$ cat config.mk
export PLATFORM = sky130hd
export DESIGN_NAME = uart_rx_fifo
export DESIGN_NICKNAME = d
export VERILOG_FILES = /design/src/rtl/uart_pkg.sv /design/src/rtl/uart_rx_fifo_ram.sv /design/src/rtl/uart_rx_fifo.sv
export SDC_FILE = /design/constraint.sdc
export NUM_CORES = 1
export LEC_CHECK = 0
export BUFFER_PORTS_ARGS = -buffer_cell sky130_fd_sc_hd__buf_2
export CORE_MARGIN = 10
export CORE_UTILIZATION = 45
export CTS_BUF_LIST = sky130_fd_sc_hd__clkbuf_2 sky130_fd_sc_hd__clkbuf_4 sky130_fd_sc_hd__clkbuf_8
export CTS_CLUSTER_SIZE = 30
export DETAILED_ROUTE_END_ITERATION = 10
export SKIP_LAST_GASP = 1
export SYNTH_ARGS = -nofsm -noshare
export SYNTH_HDL_FRONTEND = slang
export SYNTH_SLANG_ARGS = --single-unit
$ cat constraint.sdc
create_clock -name clk -period 3.1 [get_ports clk]
set_input_delay 0.465 -clock clk [delete_from_list [all_inputs] [get_ports clk]]
set_output_delay 0.465 -clock clk [all_outputs]
set_load 0.05 [all_outputs]
$ cat src/rtl/uart_pkg.sv
// Shared constants and helpers for the UART receive path.
package uart_pkg;

  localparam int D_W = 8;

  // Occupancy counter width: must hold 0..depth inclusive.
  function automatic int cnt_w(input int depth);
    return $clog2(depth) + 1;
  endfunction

endpackage

$ cat src/rtl/uart_rx_fifo_ram.sv
// Simple dual-port storage array (one write, one asynchronous read), kept
// separate so it can later be mapped onto block RAM.
module fifo_ram #(
  parameter int D_W   = 8,
  parameter int DEPTH = 16,
  parameter int AW    = $clog2(DEPTH)
) (
  input  logic          clk,
  input  logic          we,
  input  logic [AW-1:0] waddr,
  input  logic [D_W-1:0] wdata,
  input  logic [AW-1:0] raddr,
  output logic [D_W-1:0] rdata
);

  logic [D_W-1:0] mem [DEPTH];

  // NOTE: sequential state uses non-blocking (<=) so every register samples
  // pre-edge values; blocking here would create order-dependent races.
  // NOTE: the array has no reset on purpose -- resetting it forbids RAM
  // inference, and validity is tracked by the pointers/count instead.
  always_ff @(posedge clk) begin
    if (we) mem[waddr] <= wdata;
  end

  assign rdata = mem[raddr];

endmodule

$ cat src/rtl/uart_rx_fifo.sv
// Receive FIFO downstream of uart_rx with occupancy count, almost-full and
// sticky overflow. Define UART_RX_FIFO_FWFT_EN for first-word-fall-through reads.
module uart_rx_fifo
  import uart_pkg::*;
#(
  parameter int D_W    = uart_pkg::D_W,
  parameter int DEPTH  = 16,
  parameter int AF_LVL = DEPTH - 2
) (
  input  logic                      clk,
  input  logic                      rst,
  input  logic                      ff_wr_en,
  input  logic [D_W-1:0]            wr_data,
  output logic                      ff_full,
  output logic                      ff_afull,
  input  logic                      rd_en,
  output logic [D_W-1:0]            rd_data,
  output logic                      ff_empty,
  output logic [cnt_w(DEPTH)-1:0]   ff_count,
  output logic                      ovf,
  input  logic                      ovf_clr
);

  localparam int AW = $clog2(DEPTH);
  localparam int CW = cnt_w(DEPTH);

  logic [AW-1:0]  wr_ptr, rd_ptr;
  logic [CW-1:0]  count, count_nxt;
  logic [D_W-1:0] ram_rdata;
  logic           wr_acc, rd_acc;

  assign ff_empty = (count == '0);
  assign ff_full  = (count == CW'(DEPTH));
  assign ff_afull = (count >= CW'(AF_LVL));
  assign ff_count = count;

  // A pop frees a slot in the same cycle, so a full FIFO can still accept.
  assign rd_acc = rd_en & ~ff_empty;
  assign wr_acc = ff_wr_en & (~ff_full | rd_acc);

  fifo_ram #(.D_W(D_W), .DEPTH(DEPTH)) u_ram (
    .clk   (clk),
    .we    (wr_acc & ~rst),
    .waddr (wr_ptr),
    .wdata (wr_data),
    .raddr (rd_ptr),
    .rdata (ram_rdata)
  );

  // NOTE: every combinational output gets a default before the case, so no
  // path leaves it unassigned and no latch is inferred.
  always_comb begin
    count_nxt = count;
    case ({wr_acc, rd_acc})
      2'b10:   count_nxt = count + 1'b1;
      2'b01:   count_nxt = count - 1'b1;
      default: count_nxt = count;
    endcase
  end

  always_ff @(posedge clk) begin
    if (rst) begin
      wr_ptr <= '0;
      rd_ptr <= '0;
      count  <= '0;
      ovf    <= 1'b0;
    end else begin
      if (wr_acc) wr_ptr <= wr_ptr + 1'b1;
      if (rd_acc) rd_ptr <= rd_ptr + 1'b1;
      count <= count_nxt;
      if (ff_wr_en & ff_full & ~rd_acc) ovf <= 1'b1;
      else if (ovf_clr)                 ovf <= 1'b0;
    end
  end

`ifdef UART_RX_FIFO_FWFT_EN
  assign rd_data = ram_rdata;
`else
  always_ff @(posedge clk) begin
    if (rst)         rd_data <= '0;
    else if (rd_acc) rd_data <= ram_rdata;
  end
`endif

endmodule

==> impl_metrics.ini, run 1 <==
[outcome]
status = completed

[setup_path]
end_kind = flip-flop
cp_num_cells = 8
critical_path.top_delay_family = compound AO/OA/AOI/OAI gates
critPathMaxStageDelay_ns = 0.51
cp.arrival_ns = 3.03
criticalPathCategory = flip-flop to flip-flop
cpMaxStageDelayCell = dfxtp_1
path_buf_inv = 2
r2r_cells = 8
required_ns = 3.45
startpoint_type = flip-flop
worstPathCellList = inv_2, a21oi_2, inv_1, fa_1, nand2b_1, a21oi_1, mux2_2, a221oi_1
path_max_fanout = 8

[global_routing]
antenna_found_initial = 0
grtUsageTotal = 0.145
gr-total-overflow = 0
grt_pass1_wl_um = 20000
grt_pass1_vias = 3501
grt_max_degree = 28

[placed_design]
dp_hpwl_um = 8440
io_buffers = 29
globalplace.congestion = 0.762

[clock_tree]
ctsResizeCount = 0
clock_sinks = 150
postCtsHoldBufs = 0
cts_made_buffers = 17
htreeDepth = 4
cts_tree = yes
cts_max_path_buffers = 2
cts_root_buffer = clkbuf_8
clk_pin_slew_ns = 0.07
clock_latency_ns = 0.44
post_cts.repair.setup_buffers = 0

[yosys]
avgSynthCellArea_sq_um = 16.2
synthesis.nets = 400
synth_seq_cells = 150
syn_area_sq_um = 6130
synth_warnings = 0
synthDistinctLibCells = 47
yosysSeqAreaShare = 0.699
synth_cells = 378

[worst_hold_path]
min_path_type = input pin to flip-flop
worstHoldPathCells = 3

[floorplanning]
io_pins = 30
initial_core_util = 0.461
die_h_um = 137
core_sq_um = 13300
die_x_um = 137
num_rows = 42
die_area_sq_um = 18700

[detailed_routing]
dr.pass1.iters = 4
ant_nets = 0
routed_via_density = 5.49
routed_wirelength_um = 12700
drt_iter0_markers = 202
route.detailed.drc = 0
wl_per_cell_um = 20.6
dr_total_vias = 3381

[cells_and_area]
drive_gt1_frac = 0.248
num-nets-final = 450
n_antenna_cell = 0
syn_to_final_growth_pct = 13.1

[power_and_ir_drop]
p_per_area_nw_per_um2 = 749
irDropWorstVdd_uv = 379
leakagePower_nw = 2.28

[timing]
finalCriticalPeriod_ns = 2.69
final-hold-violation-count = 0
setup_viol = 0
max_clock_freq_mhz = 372
fin_tns_setup_ns = 0
rsz0062_at_grt = no
fin_crit_sh = 0.867
skew_ns = 0.00866
timing_worst_slew_pin_value_ns = 0.731
slew_headroom = 0.511
whs_ns = 0.289
maxSlewViolCount = 0

[flow_run]
maxCapViolCount = 0
==> per-layer routing <==
metal / vias to the layer above / track usage / wire, um
met4: 0 / 0.0527 / 136
met2: 99 / 0.233 / 6080
met1: 1699 / 0.186 / 5720
li1: 1569 / - / -
met3: 14 / 0.0396 / 791
met5: - / 0 / 0
==> power by group <==
group	switching, mW	internal (mW)
Sequential	0.0945	2.30
Clock	0.700	0.714
Combinational	0.931	0.460
Total	1.73	3.47
==> worst min-delay path, cell delays in order <==
cell and delay, ns:
buf_2 0.07, nand2b_1 0.09, a21oi_1 0.05
==> area by class of cell <==
cell class                      instances  area (sq um)
Fill cell                            1066          6360
Sequential cell                       150          4290
Multi-Input combinational cell        202          1730
Timing Repair Buffer                   50           303
Clock buffer                           18           241
Tap cell                              176           220
Clock inverter                         13           133
Inverter                                7          26.3
==> state kept, by name, indices dropped and copies added (netlist names) <==
signal     flops
rd_ptr         4
ff_count       5
rd_data        8
u_ram.mem    128
ovf            1
wr_ptr         4
==> stage by stage <==
step	worst slack, ns	std cells	utilization	power, mW	cell area, sq um
after global placement	0.401	585	0.493	3.82	6560
after detailed placement	0.296	585	0.493	3.84	6560
after CTS	0.417	616	0.522	5.25	6930
after floorplan	0.343	378	-	3.53	6130
after global routing	0.172	616	0.522	5.44	6930
final	0.413	616	0.522	5.19	6930
==> placed cells by master, fill, tap and decap left out, types with 2 or more instances in the layout <==
cell type,netlist,final
clkinv_4,0,3
ha_1,8,8
buf_2,9,29
a22o_1,8,8
a21oi_2,2,2
o22ai_1,16,16
a21oi_1,4,4
a31oi_1,2,2
clkinv_1,0,2
o21ai_1,2,2
buf_4,1,21
nand2_1,8,8
dfxtp_1,22,21
and3_1,2,2
nor2b_1,3,3
nor3_1,8,8
mux4_2,16,16
clkbuf_8,0,17
xor2_1,4,4
clkinv_2,0,3
clkinvlp_4,0,2
bufinv_16,0,2
nand2b_1,6,6
or3_1,3,3
xnor2_1,2,2
mux2i_1,35,35
nor2_1,40,40
mux2_4,3,3
inv_1,6,6
nand3b_1,3,3
edfxtp_1,128,128
nand3_1,3,3
nor4_1,8,8
==> synthesized netlist by cell type (all sizes together) <==
cell type / n / area share
mux2: 4 / 0.0092
buf: 15 / 0.013
or3: 3 / 0.0031
o311ai: 2 / 0.0057
inv: 7 / 0.0043
and3: 2 / 0.0020
a31oi: 2 / 0.0020
xor2: 4 / 0.0057
or4: 1 / 0.0018
dfxtp: 22 / 0.072
mux4: 16 / 0.059
nor2: 40 / 0.024
nand4b: 1 / 0.0014
or3b: 2 / 0.0029
a22o: 8 / 0.011
nand3: 3 / 0.0024
nand2b: 6 / 0.0061
xnor2: 2 / 0.0029
mux2i: 36 / 0.061
a221oi: 1 / 0.0014
a21oi: 6 / 0.0061
nand2: 8 / 0.0049
o211ai: 1 / 0.0012
nor4: 9 / 0.010
ha: 8 / 0.016
edfxtp: 128 / 0.63
o21ai: 2 / 0.0016
o31a: 1 / 0.0014
clkbuf: 4 / 0.0024
nand3b: 3 / 0.0037
o22ai: 16 / 0.016
a211o: 1 / 0.0014
nor2b: 3 / 0.0031
nor3: 8 / 0.0065
a21o: 1 / 0.0012
a21boi: 1 / 0.0018
fa: 1 / 0.0033
==> cell families (layout without fill, tap and decap cells) <==
kind of cell	after synthesis	count (layout)	synth area share
xor+xnor	6	6	0.00857
compound gates	42	42	0.0519
buf+inv	26	88	0.0196
flops	150	150	0.699
simple gates	89	89	0.0727
fa+ha+maj	9	9	0.0196
mux	56	56	0.129
==> path summary, 6_finish.rpt <==
kind,from,end,slack [ns]
hold reg to reg,ovf,ovf,0.47
hold / removal,ovf_clr,ovf,0.29
setup reg to reg,ff_count[4],ff_count[4],0.41
setup / recovery,ff_count[4],ff_count[4],0.41
Power figures use the tool's default switching activity.
==> run 2, diff against run 1 <==
--- a/config.mk
+++ b/config.mk
@@ -7,7 +7,7 @@
 export LEC_CHECK = 0
 export BUFFER_PORTS_ARGS = -buffer_cell sky130_fd_sc_hd__buf_2
 export CORE_MARGIN = 10
-export CORE_UTILIZATION = 45
+export CORE_UTILIZATION = 40
 export CTS_BUF_LIST = sky130_fd_sc_hd__clkbuf_2 sky130_fd_sc_hd__clkbuf_4 sky130_fd_sc_hd__clkbuf_8
 export CTS_CLUSTER_SIZE = 30
 export DETAILED_ROUTE_END_ITERATION = 10
==> impl_metrics.ini, run 2 (same netlist as run 1, synthesis figures left out) <==
[outcome]
status = completed

[timing]
timing_worst_slew_pin_value_ns = 0.964
fin_crit_sh = 0.865
setup_viol = 0
finalCriticalPeriod_ns = 2.68
final-hold-violation-count = 0
max_clock_freq_mhz = 373
slew_headroom = 0.355
maxSlewViolCount = 0
setup_ws_ns = 0.418
fin_tns_setup_ns = 0
skew_ns = 0.0110
rsz0062_at_grt = no

[power_and_ir_drop]
p_per_area_nw_per_um2 = 737
irDropWorstVdd_uv = 348
leakagePower_nw = 2.25
p_total_mw = 5.07

[flow_run]
maxCapViolCount = 0

[detailed_routing]
ant_nets = 0
dr.pass1.iters = 5
routed_via_density = 5.41
drt_iter0_markers = 266
wl_met1_um = 5860
wl_met2_um = 6300
dr_total_vias = 3366
route.detailed.drc = 0
route.met3.wl_um = 761
highest-signal-layer = met4
wl_per_cell_um = 20.9
routed_wirelength_um = 13000

[cells_and_area]
largest_reg_flops = 128
num-nets-final = 447
finalNonFillerCells = 622
drive_gt1_frac = 0.233
final_cell_mix = edfxtp_1, nor2_1, mux2i_1
final_cell_area_sq_um = 6880
top_register = u_ram.mem
n_antenna_cell = 0
syn_to_final_growth_pct = 12.3
layout_commonest_cell = edfxtp_1
fillers = 1321

[setup_path]
startpoint_type = flip-flop
path_max_fanout = 8
cp.arrival_ns = 3.03
end_kind = flip-flop
criticalPathCategory = flip-flop to flip-flop
required_ns = 3.44

[global_routing]
grt_pass1_wl_um = 20100
grtUsageTotal = 0.134
grt_max_degree = 36
antenna_found_initial = 0
grt_pass1_vias = 3440
gr-total-overflow = 0

[placed_design]
dp_hpwl_um = 8270
dp_slack_ns = 0.237
place_inst = 594
io_buffers = 29
postPlaceCellArea_sq_um = 6570
globalplace.congestion = 0.782

[clock_tree]
htreeDepth = 4
clock_sinks = 150
cts_made_buffers = 17
post_cts.repair.setup_buffers = 0
cts_tree = yes
clk_pin_slew_ns = 0.07
clock_latency_ns = 0.44
cts_max_path_buffers = 2
ctsResizeCount = 0
cts_root_buffer = clkbuf_8
postCtsHoldBufs = 0

[floorplanning]
initial_core_util = 0.406
die_h_um = 144
core_sq_um = 15100
die_x_um = 144
io_pins = 30
die_area_sq_um = 20700
num_rows = 45

[worst_hold_path]
min_path_type = input pin to flip-flop
## run 2: cell count changes in the layout (fill, tap and decap cells not counted), sizes merged
| cell | previous run | this run |
|---|---|---|
| clkinvlp | 2 | 1 |
| clkinv | 8 | 6 |
| inv | 8 | 7 |
| buf | 50 | 47 |
| bufinv | 2 | 1 |
| clkbuf | 18 | 20 |
## run 2: report_power, final
part / leakage (nW) / internal (mW) / switching [mW]
sequential: 1.33 / 2.30 / 0.0932
clock: 0.164 / 0.627 / 0.655
combinational: 0.751 / 0.460 / 0.940
## run 2: path summary, 6_finish.rpt
kind / from / end / slack (ns) / cells after the start
setup / recovery: ff_count[4] / ff_count[4] / 0.42 / 8
hold / removal: ovf_clr / ovf / 0.28 / 3
setup reg to reg: ff_count[4] / ff_count[4] / 0.42 / 8
hold reg to reg: ovf / ovf / 0.47 / 2
## run 2: worst max-delay path, stage by stage, from the launching register on
cell      delay, ns
dfxtp_1        0.49
inv_2          0.15
a21oi_2        0.28
inv_1          0.10
fa_1           0.40
nand2b_1       0.16
a21oi_1        0.32
mux2_2         0.39
a221oi_1       0.28
## run 2: stage by stage
stage	util	hold slack, ns
3_3_place_gp	0.435	0.452
6_report	0.456	0.277
3_5_place_dp	0.435	0.465
2_1_floorplan	-	0.509
4_1_cts	0.456	0.249
5_1_grt	0.456	0.265
## run 2: cell type report
| class | instances | area (sq um) | area share |
|---|---|---|---|
| Timing Repair Buffer | 47 | 293 | 0.0425 |
| Sequential cell | 150 | 4290 | 0.623 |
| Clock buffer | 20 | 256 | 0.0373 |
| Multi-Input combinational cell | 202 | 1730 | 0.251 |
| Inverter | 7 | 26.3 | 0.00382 |
| Tap cell | 188 | 235 | 0.0342 |
| Clock inverter | 8 | 62.6 | 0.00909 |
## run 2: routing by layer
metal / vias up / track usage
met1: 1721 / 0.178
met4: 0 / 0.0532
met2: 76 / 0.204
li1: 1564 / -
met5: - / 0
met3: 5 / 0.0347
